[src/rtl/port_wr_ingress_buffer.sv]
// Port write ingress buffer: stores whole packets from a port and presents
// them to the SRAM side one at a time with a match handshake and a word stream.
module port_wr_ingress_buffer #(
  parameter int DEPTH = 64,
  parameter int AF_TH = 48
) (
  input  logic        clk,
  input  logic        rst_n,
  input  logic        wr_sop,
  input  logic        wr_eop,
  input  logic        wr_vld,
  input  logic [15:0] wr_data,
  input  logic        pause,
  output logic        full,
  output logic        almost_full,
  output logic        match_req,
  output logic [3:0]  new_dest_port,
  output logic [2:0]  new_prior,
  output logic [8:0]  new_length,
  input  logic        match_end,
  output logic        xfer_data_vld,
  output logic [15:0] xfer_data,
  output logic        end_of_packet,
  output logic [7:0]  drop_cnt
);

  localparam int AW = $clog2(DEPTH);
  localparam logic [AW:0] L_DEPTH = (AW+1)'(DEPTH);
  localparam logic [AW:0] L_AF_TH = (AW+1)'(AF_TH);
  localparam logic [AW:0] PTR_ONE = (AW+1)'(1);

  typedef enum logic [1:0] {W_IDLE, W_RECV, W_DROP} wr_state_t;
  typedef enum logic [1:0] {R_IDLE, R_MATCH, R_XFER} rd_state_t;

  function automatic logic [7:0] sat_add8(input logic [7:0] a, input logic [1:0] b);
    logic [8:0] s;
    s = {1'b0, a} + {7'b0, b};
    return s[8] ? 8'hFF : s[7:0];
  endfunction

  logic [15:0]   r_mem [DEPTH];

  wr_state_t     r_wr_state, w_wr_state_nxt;
  rd_state_t     r_rd_state, w_rd_state_nxt;
  logic [AW:0]   r_spec_ptr, r_commit_ptr, r_rd_ptr;
  logic [AW:0]   w_spec_nxt, w_commit_nxt, w_rd_nxt;
  logic [AW:0]   w_occ_base, w_occ_spec, w_occ_nxt;
  logic [AW:0]   r_pkt_cnt;
  logic [8:0]    r_wcnt, r_len, w_wcnt_nxt, w_len_nxt;
  logic [8:0]    r_xcnt, w_xcnt_nxt;
  logic          w_we;
  logic [AW-1:0] w_wa;
  logic          w_commit;
  logic [1:0]    w_drops;
  logic          w_load_hdr;
  logic          w_xvld, w_xlast;
  logic [15:0]   w_head;
  logic          r_full, r_af;
  logic [7:0]    r_drop_cnt;
  logic [3:0]    r_new_dest;
  logic [2:0]    r_new_prior;
  logic [8:0]    r_new_length;

  // Occupancy measured from the committed pointer is what a fresh packet sees,
  // because a sop always restarts at the commit point.
  assign w_occ_base = r_commit_ptr - r_rd_ptr;
  assign w_occ_spec = r_spec_ptr - r_rd_ptr;
  assign w_head     = r_mem[r_rd_ptr[AW-1:0]];

  always_comb begin
    w_wr_state_nxt = r_wr_state;
    w_spec_nxt     = r_spec_ptr;
    w_commit_nxt   = r_commit_ptr;
    w_wcnt_nxt     = r_wcnt;
    w_len_nxt      = r_len;
    w_we           = 1'b0;
    w_wa           = r_spec_ptr[AW-1:0];
    w_commit       = 1'b0;
    w_drops        = 2'd0;
    if (wr_vld) begin
      if (wr_sop && (r_wr_state != W_DROP)) begin
        if (r_wr_state == W_RECV) w_drops = 2'd1;
        w_spec_nxt = r_commit_ptr;
        if (w_occ_base == L_DEPTH) begin
          w_drops        = w_drops + 2'd1;
          w_wr_state_nxt = wr_eop ? W_IDLE : W_DROP;
        end else begin
          w_we       = 1'b1;
          w_wa       = r_commit_ptr[AW-1:0];
          w_wcnt_nxt = 9'd1;
          w_len_nxt  = wr_data[15:7];
          if (wr_eop) begin
            w_wr_state_nxt = W_IDLE;
            if (wr_data[15:7] == 9'd1) begin
              w_spec_nxt   = r_commit_ptr + PTR_ONE;
              w_commit_nxt = r_commit_ptr + PTR_ONE;
              w_commit     = 1'b1;
            end else begin
              w_drops = w_drops + 2'd1;
            end
          end else begin
            w_spec_nxt     = r_commit_ptr + PTR_ONE;
            w_wr_state_nxt = W_RECV;
          end
        end
      end else if (r_wr_state == W_RECV) begin
        if (w_occ_spec == L_DEPTH) begin
          w_drops        = 2'd1;
          w_spec_nxt     = r_commit_ptr;
          w_wr_state_nxt = wr_eop ? W_IDLE : W_DROP;
        end else begin
          w_we       = 1'b1;
          w_wcnt_nxt = r_wcnt + 9'd1;
          if (wr_eop) begin
            w_wr_state_nxt = W_IDLE;
            if (r_wcnt + 9'd1 == r_len) begin
              w_spec_nxt   = r_spec_ptr + PTR_ONE;
              w_commit_nxt = r_spec_ptr + PTR_ONE;
              w_commit     = 1'b1;
            end else begin
              w_drops    = 2'd1;
              w_spec_nxt = r_commit_ptr;
            end
          end else begin
            w_spec_nxt = r_spec_ptr + PTR_ONE;
          end
        end
      end else if ((r_wr_state == W_DROP) && wr_eop) begin
        w_wr_state_nxt = W_IDLE;
      end
    end
  end

  assign w_xvld  = (r_rd_state == R_XFER) && !pause;
  assign w_xlast = w_xvld && (r_xcnt == r_new_length - 9'd1);

  always_comb begin
    w_rd_state_nxt = r_rd_state;
    w_rd_nxt       = r_rd_ptr;
    w_xcnt_nxt     = r_xcnt;
    w_load_hdr     = 1'b0;
    case (r_rd_state)
      R_IDLE: begin
        if (r_pkt_cnt != '0) begin
          w_rd_state_nxt = R_MATCH;
          w_load_hdr     = 1'b1;
        end
      end
      R_MATCH: begin
        if (match_end) begin
          w_rd_state_nxt = R_XFER;
          w_xcnt_nxt     = 9'd0;
        end
      end
      R_XFER: begin
        if (w_xvld) begin
          w_rd_nxt   = r_rd_ptr + PTR_ONE;
          w_xcnt_nxt = r_xcnt + 9'd1;
          if (w_xlast) w_rd_state_nxt = R_IDLE;
        end
      end
      default: w_rd_state_nxt = R_IDLE;
    endcase
  end

  assign w_occ_nxt = w_spec_nxt - w_rd_nxt;

  always_ff @(posedge clk) begin
    if (w_we) r_mem[w_wa] <= wr_data;
  end

  always_ff @(posedge clk) begin
    if (rst_n) begin
      r_wr_state   <= W_IDLE;
      r_rd_state   <= R_IDLE;
      r_spec_ptr   <= '0;
      r_commit_ptr <= '0;
      r_rd_ptr     <= '0;
      r_pkt_cnt    <= '0;
      r_wcnt       <= '0;
      r_len        <= '0;
      r_xcnt       <= '0;
      r_full       <= 1'b0;
      r_af         <= 1'b0;
      r_drop_cnt   <= '0;
      r_new_dest   <= '0;
      r_new_prior  <= '0;
      r_new_length <= '0;
    end else begin
      r_wr_state   <= w_wr_state_nxt;
      r_rd_state   <= w_rd_state_nxt;
      r_spec_ptr   <= w_spec_nxt;
      r_commit_ptr <= w_commit_nxt;
      r_rd_ptr     <= w_rd_nxt;
      r_wcnt       <= w_wcnt_nxt;
      r_len        <= w_len_nxt;
      r_xcnt       <= w_xcnt_nxt;
      r_full       <= (w_occ_nxt == L_DEPTH);
      r_af         <= (w_occ_nxt >= L_AF_TH);
      r_drop_cnt   <= sat_add8(r_drop_cnt, w_drops);
      if (w_commit && !w_xlast)      r_pkt_cnt <= r_pkt_cnt + PTR_ONE;
      else if (!w_commit && w_xlast) r_pkt_cnt <= r_pkt_cnt - PTR_ONE;
      if (w_load_hdr) begin
        r_new_dest   <= w_head[3:0];
        r_new_prior  <= w_head[6:4];
        r_new_length <= w_head[15:7];
      end
    end
  end

  assign full          = r_full;
  assign almost_full   = r_af;
  assign drop_cnt      = r_drop_cnt;
  assign match_req     = (r_rd_state == R_MATCH);
  assign new_dest_port = r_new_dest;
  assign new_prior     = r_new_prior;
  assign new_length    = r_new_length;
  assign xfer_data_vld = w_xvld;
  assign xfer_data     = w_xvld ? w_head : 16'h0000;
  assign end_of_packet = w_xlast;

endmodule

[config.mk]
export PLATFORM = sky130hd
export DESIGN_NAME = port_wr_ingress_buffer
export DESIGN_NICKNAME = d
export VERILOG_FILES = /design/src/rtl/port_wr_ingress_buffer.sv
export SDC_FILE = /design/constraint.sdc
export NUM_CORES = 1
export LEC_CHECK = 0
export ABC_AREA = 1
export CORE_MARGIN = 2
export CORE_UTILIZATION = 50
export DETAILED_ROUTE_END_ITERATION = 10
export PLACE_DENSITY = 0.66
export SYNTH_ARGS = -nofsm -noshare
export SYNTH_HDL_FRONTEND = slang
export SYNTH_SLANG_ARGS = --single-unit
[constraint.sdc]
create_clock -name clk -period 4.6 [get_ports clk]
set_input_delay 0.69 -clock clk [delete_from_list [all_inputs] [get_ports clk]]
set_output_delay 0.69 -clock clk [all_outputs]
set_load 0.05 [all_outputs]
==> key figures, run 1 <==
Status
  – Status: completed

Floorplan
  – Core box area: 90,000 sq um
  – Io pins: 68
  – Initial Util: 0.505
  – Die ar.: 93,300 sq um
  – Die Wd: 305 microns
  – Cell row count: 110
  – Die H: 305 microns

Finish
  – Filler cells: 7,180
  – P&R area growth vs syn: 13.5%
  – Finished Core Util: 0.573
  – Layout cells sized above 1: 0.105
  – NumNets Final: 3,784

Timing
  – Setup-failing EPs final: 0
  – Fin crit share: 0.968
  – Fin. max-slew vios: 0
  – Final Hold Viols: 0
  – Setup TNS: 0 ns
  – Min cycle time layout: 4.45 ns
  – Fmax: 225 MHz
  – Worst slew pin tran: 1.07 ns
  – Max_slew headroom: 0.289
  – Final clock skew: 0.0476 ns
  – RSZ-0062 raised after global routing: no

CTS
  – Hold buffers post-CTS: 0
  – CTS max path bufs: 3
  – Clk_lat worst skew: 0.71 ns
  – Clock Tree Root: clkbuf_16
  – Clock transition at the registers of the reported paths: 0.06 ns
  – Clock sink total: 1,109
  – Num CTS Buffers: 110
  – CTS tree: built
  – Htree depth: 3

Detailed routing
  – DRT iter0 DRCs: 3,951
  – DR WL/cell: 24.9 microns
  – Final ANT Viol Nets: 0
  – DR pass1 iterations: 6
  – Routed wire length: 124,000 microns
  – Via Count: 30,300
  – Residual DRC count: 0
  – Vias/cell: 6.08

Synth
  – Synthesis Warnings: 0
  – Async SR Flop Fraction: 0
  – EDFF count, synth: 1,024
  – Seq/Total Area, Yosys: 0.714
  – Syn_nets: 3,682
  – Cells after synthesis: 3,624
  – Synth Flop Type: edfxtp_1
  – Yosys reg bits: 1,109
  – Netlist Area Pre-Place: 45,400 sq um
  – Netlist cell types: 52
  – Mean Syn Cell Area: 12.5 sq um

Hold path
  – Min-delay worst type: reg -> reg
  – Hold path startpoint: r_len[8]

Global routing
  – GRT Residual Overflow: 0
  – Largest net degree at the start of global routing: 191
  – GRT Total Usage: 0.260
  – Antenna violations before repair: 3
  – Met1 Usage GRT: 0.379
  – GRT met3 Usage: 0.0432
  – Gr busiest metal: met2
  – First-pass GRT wire length: 184,000 microns
  – Vias in the first global route: 28,600
  – Met2 Track Usage GR: 0.400

Setup path
  – Crit Path Category: reg -> out
  – CP max FO: 190
  – Worst path required time: 3.91 ns
  – FF-to-FF Start: r_rd_ptr[1]
  – Worst setup EP type: output port
  – Arrival @ worst endpoint: 3.76 ns
  – Setup crit start: r_rd_ptr[1]
  – Type of origin of the critical path: register

Power and ir drop
  – Maximum vdd drop: 0.308 mV
  – Power density cells: 397 nW/um^2
  – Leakage: 0.0173 uW
  – Total power: 20,500 uW

Placement
  – Buffers added on ports: 67
  – Final GP Congestion: 0.891
  – Final HPWL DP: 69,200 microns

Run
  – Max cap viols: 0
critical path, cell delays in order, from the launching register on:
cell and delay (ns):
dfxtp_4 0.43, buf_16 0.63, o21ai_0 0.20, o221ai_1 0.27
nand3_1 0.23, a21oi_1 0.40, or2_2 0.25, inv_1 0.07
a21oi_1 0.28, buf_12 0.18
power by group:
| group | internal [uW] | leakage [uW] | switching [uW] |
|---|---|---|---|
| Combinational | 239 | 0.00579 | 676 |
| Clock | 4650 | 0.00162 | 3770 |
| Sequential | 11100 | 0.00990 | 44.2 |
| Total | 16000 | 0.0173 | 4490 |
stage by stage:
| step | hold slack [ns] | setup WS (ns) | area (sq um) | cells |
|---|---|---|---|---|
| 2_1_floorplan | 0.442 | 0.0627 | 45400 | 3624 |
| 3_3_place_gp | 0.450 | 0.217 | 48100 | 4786 |
| 3_5_place_dp | 0.460 | 0.126 | 48100 | 4786 |
| 4_1_cts | 0.461 | 0.0386 | 51500 | 4986 |
| 5_1_grt | 0.466 | 0.00121 | 51600 | 4990 |
| 6_report | 0.466 | 0.147 | 51600 | 4991 |
cell usage in the layout (no fill, tap or decap), types with 38 or more instances in the layout:
master        n
buf_4       142
o22ai_1      38
inv_1       168
clkbuf_16   112
o21ai_0     396
o221ai_1    220
nand3_1     137
dfxtp_1      80
a21oi_1     381
edfxtp_1   1024
nor2_1      386
nand2_1     301
o211ai_1     40
area by class of cell:
class                      count  area (sq um)  area share
antenna                        1          2.50   0.0000485
clock buffer                 145          2880      0.0559
clock inverter                55           475     0.00922
inverter                     179           687      0.0133
multi-input combinational   2102         11500       0.222
sequential                  1109         32500       0.629
tap                         1176          1470      0.0285
timing repair buffer         224          2130      0.0412
flip-flops by register name, summed over array words and instances, names as in the netlist, 4 cells and up:
| name | cells |
|---|---|
| r_commit_ptr | 7 |
| r_pkt_cnt | 7 |
| r_wcnt | 9 |
| new_length | 9 |
| r_rd_ptr | 7 |
| new_dest_port | 4 |
| drop_cnt | 8 |
| r_spec_ptr | 7 |
| r_xcnt | 9 |
| r_mem | 1024 |
| r_len | 9 |
synthesized netlist by cell type (5+ instances only):
cell type	number	area, sq um
a211oi_1	5	37.5
a21oi_1	384	1920
a31oi_1	9	56.3
buf_1	21	78.8
buf_2	12	60.1
clkbuf_1	198	743
dfxtp_1	85	1700
edfxtp_1	1024	30700
ha_1	33	413
inv_1	171	642
nand2_1	305	1140
nand3_1	137	686
nand4_1	15	93.8
nand4_4	6	128
nor2_1	390	1460
nor3_1	16	80.1
nor3b_1	5	37.5
o211ai_1	40	300
o21ai_0	398	1990
o221ai_1	220	1930
o22ai_1	38	238
or2_1	6	37.5
or2_2	12	75.1
xnor2_1	13	114
xor2_1	31	272
repair_timing:
action	4_1_cts	5_1_grt
buffers inserted	0	2
resized for setup	3	14
gates cloned	0	2
setup endpoints to repair	4	1026
pin swaps	0	1
final timing paths:
check	endpoint	slack [ns]	cells after the start
worst min-delay path	r_len[8]	0.47	2
worst min register to register	r_len[8]	0.47	2
worst max register to register	r_mem[31][11]	0.39	20
worst max-delay path	xfer_data[6]	0.15	9
per-layer routing:
metal | part of all wire | wire [microns]
met5 | 0.00011 | 14
met4 | 0.031 | 3850
met3 | 0.086 | 10700
met2 | 0.46 | 56800
met1 | 0.43 | 52800
cell families (layout without fill, tap and decap cells):
group | after synthesis | in the layout | synth area share
AND/OR/NAND/NOR | 908 | 908 | 0.0854
flip-flops | 1109 | 1109 | 0.714
other | 0 | 1 | 0
buffers and inverters | 413 | 603 | 0.0348
adder cells (fa/ha/maj) | 35 | 35 | 0.00997
XOR/XNOR | 45 | 45 | 0.00884
AO/OA/AOI/OAI | 1114 | 1114 | 0.147
(Power assumes the default switching activity.)
==> run 2, diff against run 1 <==
--- a/constraint.sdc
+++ b/constraint.sdc
@@ -3,2 +3,2 @@
 set_output_delay 0.69 -clock clk [all_outputs]
-set_load 0.05 [all_outputs]
+set_load 0.005 [all_outputs]
==> run 2 against run 1 <==
  * Wire length increased by 1.4%
  * Combinational power decreased by 4.4%
  * Global-route usage increased by 0.34 points
  * Die area unchanged
  * Clock skew decreased by 0.020 ns
  * Largest cell class unchanged
  * Largest power group unchanged
==> key figures, run 2 (synthesis gave the netlist of run 1 again) <==
Detailed routing
  – Residual DRC count: 0 (unchanged)
  – Final ANT Viol Nets: 0 (unchanged)
  – DR pass1 iterations: 6 (unchanged)
  – DRT iter0 DRCs: 4,123 (was 3,951)
  – Via Count: 30,900 (was 30,300)
  – Routed wire length: 126,000 microns (was 124,000 microns)
  – Vias/cell: 6.18 (was 6.08)
  – DR WL/cell: 25.2 microns (was 24.9 microns)

Run
  – Max cap viols: 0 (unchanged)

Setup path
  – Worst setup EP type: output port (unchanged)
  – Critical path's top delay family: compound AO/OA/AOI/OAI gates (unchanged)
  – CP max FO: 83 (was 190)
  – Worst path max stage delay: 0.54 ns (was 0.63 ns)
  – Type of origin of the critical path: register (unchanged)
  – Worst path required time: 3.91 ns (about the same)
  – CP bufs+invs: 4 (was 3)
  – Critical-path cell list: buf_4, buf_16, o21ai_0, o221ai_1, o211ai_1, a21oi_1, or2_1, inv_1, a21oi_1, clkdlybuf4s50_1 (was buf_16, o21ai_0, o221ai_1, nand3_1, a21oi_1, or2_2, inv_1, a21oi_1, buf_12)
  – Crit Path Category: reg -> out (unchanged)
  – Slowest stage cell, crit path: clkdlybuf4s50_1 (was buf_16)
  – Arrival @ worst endpoint: 3.84 ns (was 3.76 ns)
  – Worst path most repeated cell: a21oi_1 (unchanged)

Timing
  – Worst slew pin tran: 1.08 ns (was 1.07 ns)
  – Setup TNS: 0 ns (unchanged)
  – Fmax: 221 MHz (was 225 MHz)
  – Max_slew headroom: 0.277 (was 0.289)
  – Fin. max-slew vios: 0 (unchanged)
  – Final clock skew: 0.0275 ns (was 0.0476 ns)
  – Fin crit share: 0.984 (was 0.968)
  – Hold_ws: 0.401 ns (was 0.466 ns)
  – Min cycle time layout: 4.53 ns (was 4.45 ns)
  – RSZ-0062 raised after global routing: yes (was no)
  – Setup-failing EPs final: 0 (unchanged)
  – Final Hold Viols: 0 (unchanged)

CTS
  – Clock sink total: 1,109 (unchanged)
  – CTS tree: built (unchanged)
  – Num CTS Buffers: 110 (unchanged)
  – Clock transition at the registers of the reported paths: 0.06 ns (about the same)
  – Htree depth: 3 (unchanged)
  – Clk_lat worst skew: 0.69 ns (was 0.71 ns)
  – CTS max path bufs: 3 (unchanged)
  – Hold buffers post-CTS: 0 (unchanged)
  – Clock Tree Root: clkbuf_16 (unchanged)

Hold path
  – Min-delay worst type: in -> reg (was reg -> reg)

Global routing
  – Antenna violations before repair: 3 (unchanged)
  – GRT Residual Overflow: 0 (unchanged)
  – First-pass GRT wire length: 185,000 microns (was 184,000 microns)
  – GRT Total Usage: 0.264 (was 0.260)
  – Vias in the first global route: 28,900 (was 28,600)
  – Largest net degree at the start of global routing: 159 (was 191)

Floorplan
  – Initial Util: 0.505 (unchanged)
  – Io pins: 68 (unchanged)
  – Die H: 305 microns (unchanged)
  – Die ar.: 93,300 sq um (unchanged)
  – Core box area: 90,000 sq um (unchanged)
  – Die Wd: 305 microns (unchanged)
  – Cell row count: 110 (unchanged)

Finish
  – Finished Core Util: 0.575 (was 0.573)
  – Commonest non-fill, non-tap cells in the layout: edfxtp_1 (1,024), o21ai_0 (392), nor2_1 (387), a21oi_1 (377), nand2_1 (301) (was edfxtp_1 (1,024), o21ai_0 (396), nor2_1 (386), a21oi_1 (381), nand2_1 (301))
  – Ant. Diodes: 0 (was 1)
  – P&R area growth vs syn: 14.0% (was 13.5%)
  – Largest register FFs: 1,024 (unchanged)
  – Layout Cells excl Fill: 4,995 (was 4,991)
  – Biggest register: r_mem (unchanged)
  – Layout cells sized above 1: 0.102 (was 0.105)
  – NumNets Final: 3,782 (was 3,784)
  – Commonest non-fill, non-tap cell in the layout: edfxtp_1 (unchanged)

Placement
  – Final GP Congestion: 0.925 (was 0.891)
  – Buffers added on ports: 67 (unchanged)
  – Final HPWL DP: 68,000 microns (was 69,200 microns)
  – Placed cell count: 4,781 (was 4,786)

Power and ir drop
  – Register share of total power: 0.530 (was 0.544)
  – Clk network pwr share: 0.428 (was 0.412)
  – Power density cells: 405 nW/um^2 (was 397 nW/um^2)
  – Maximum vdd drop: 0.328 mV (was 0.308 mV)
  – Leakage: 0.0174 uW (was 0.0173 uW)
  – Total power: 21,000 uW (was 20,500 uW)
  – Switching Fraction: 0.214 (was 0.219)
  – P_sw: 4490 uW (about the same)
  – Comb power frac: 0.042 (was 0.045)
  – Int Pwr: 16,500 uW (was 16,000 uW)

Status
  – Status: completed (unchanged)
==> run 2: cell types whose count changed in the layout (fill, tap and decap cells not counted), sizes merged <==
cell | previous run | this run
clkinv | 44 | 56
diode | 1 | 0
clkdlybuf4s50 | 34 | 50
inv | 181 | 179
bufinv | 4 | 11
clkbuf | 147 | 137
bufbuf | 0 | 2
buf | 188 | 168
==> run 2: metrics by stage <==
stage	worst slack [ns]	instance area [sq um]
2_1_floorplan	0.0627	45400
3_3_place_gp	0.433	47900
3_5_place_dp	0.384	47900
4_1_cts	0.00219	51700
5_1_grt	-0.0317	51800
6_report	0.0749	51800
==> run 2: timing repair <==
action,CTS,global route
buffers inserted,3,0
resized for setup,8,21
setup endpoints to repair,12,15
gates cloned,2,2
pin swaps,1,1
==> run 2: power groups by stage <==
stage | combinational [uW] | sequential [uW] | clock (uW)
floorplan | 473 | 11300 | 0
global placement | 845 | 11300 | 0
detailed placement | 859 | 11300 | 0
finish | 875 | 11100 | 8970
global route | 960 | 11100 | 9460
CTS | 865 | 11100 | 9050
==> run 2: worst reg2reg max path, delay by kind of cell, from the launching register on <==
| kind | cells | cell delay (ns) |
|---|---|---|
| simple gates | 17 | 1.27 |
| compound gates | 4 | 0.96 |
| flops | 1 | 0.39 |
| buf+inv | 5 | 0.51 |
| fa+ha+maj | 3 | 0.89 |
==> run 2: area by class of cell <==
| type | instances | area (sq um) |
|---|---|---|
| Clock buffer | 135 | 2940 |
| Multi-Input combinational cell | 2102 | 11500 |
| Clock inverter | 72 | 669 |
| Timing Repair Buffer | 222 | 2070 |
| Tap cell | 1176 | 1470 |
| Fill cell | 7101 | 38200 |
| Inverter | 179 | 687 |
| Sequential cell | 1109 | 32500 |
==> run 2: final timing paths <==
check,cells after the start,slack (ns),end,from
worst min-delay path,1,0.40,r_mem[55][15],wr_data[15]
worst max-delay path,10,0.07,xfer_data[14],r_rd_ptr[0]
worst max register to register,29,0.46,r_pkt_cnt[5],r_rd_ptr[1]
worst min register to register,2,0.47,r_len[7],r_len[7]
==> run 2: metal layers <==
metal  part of all wire  up-vias  global-route usage
met5           0.000064        -                   0
met4              0.027        2              0.0778
met3              0.092      183              0.0395
met2               0.46     1550               0.413
met1               0.42    15400               0.384
li1                   -    13800                   -
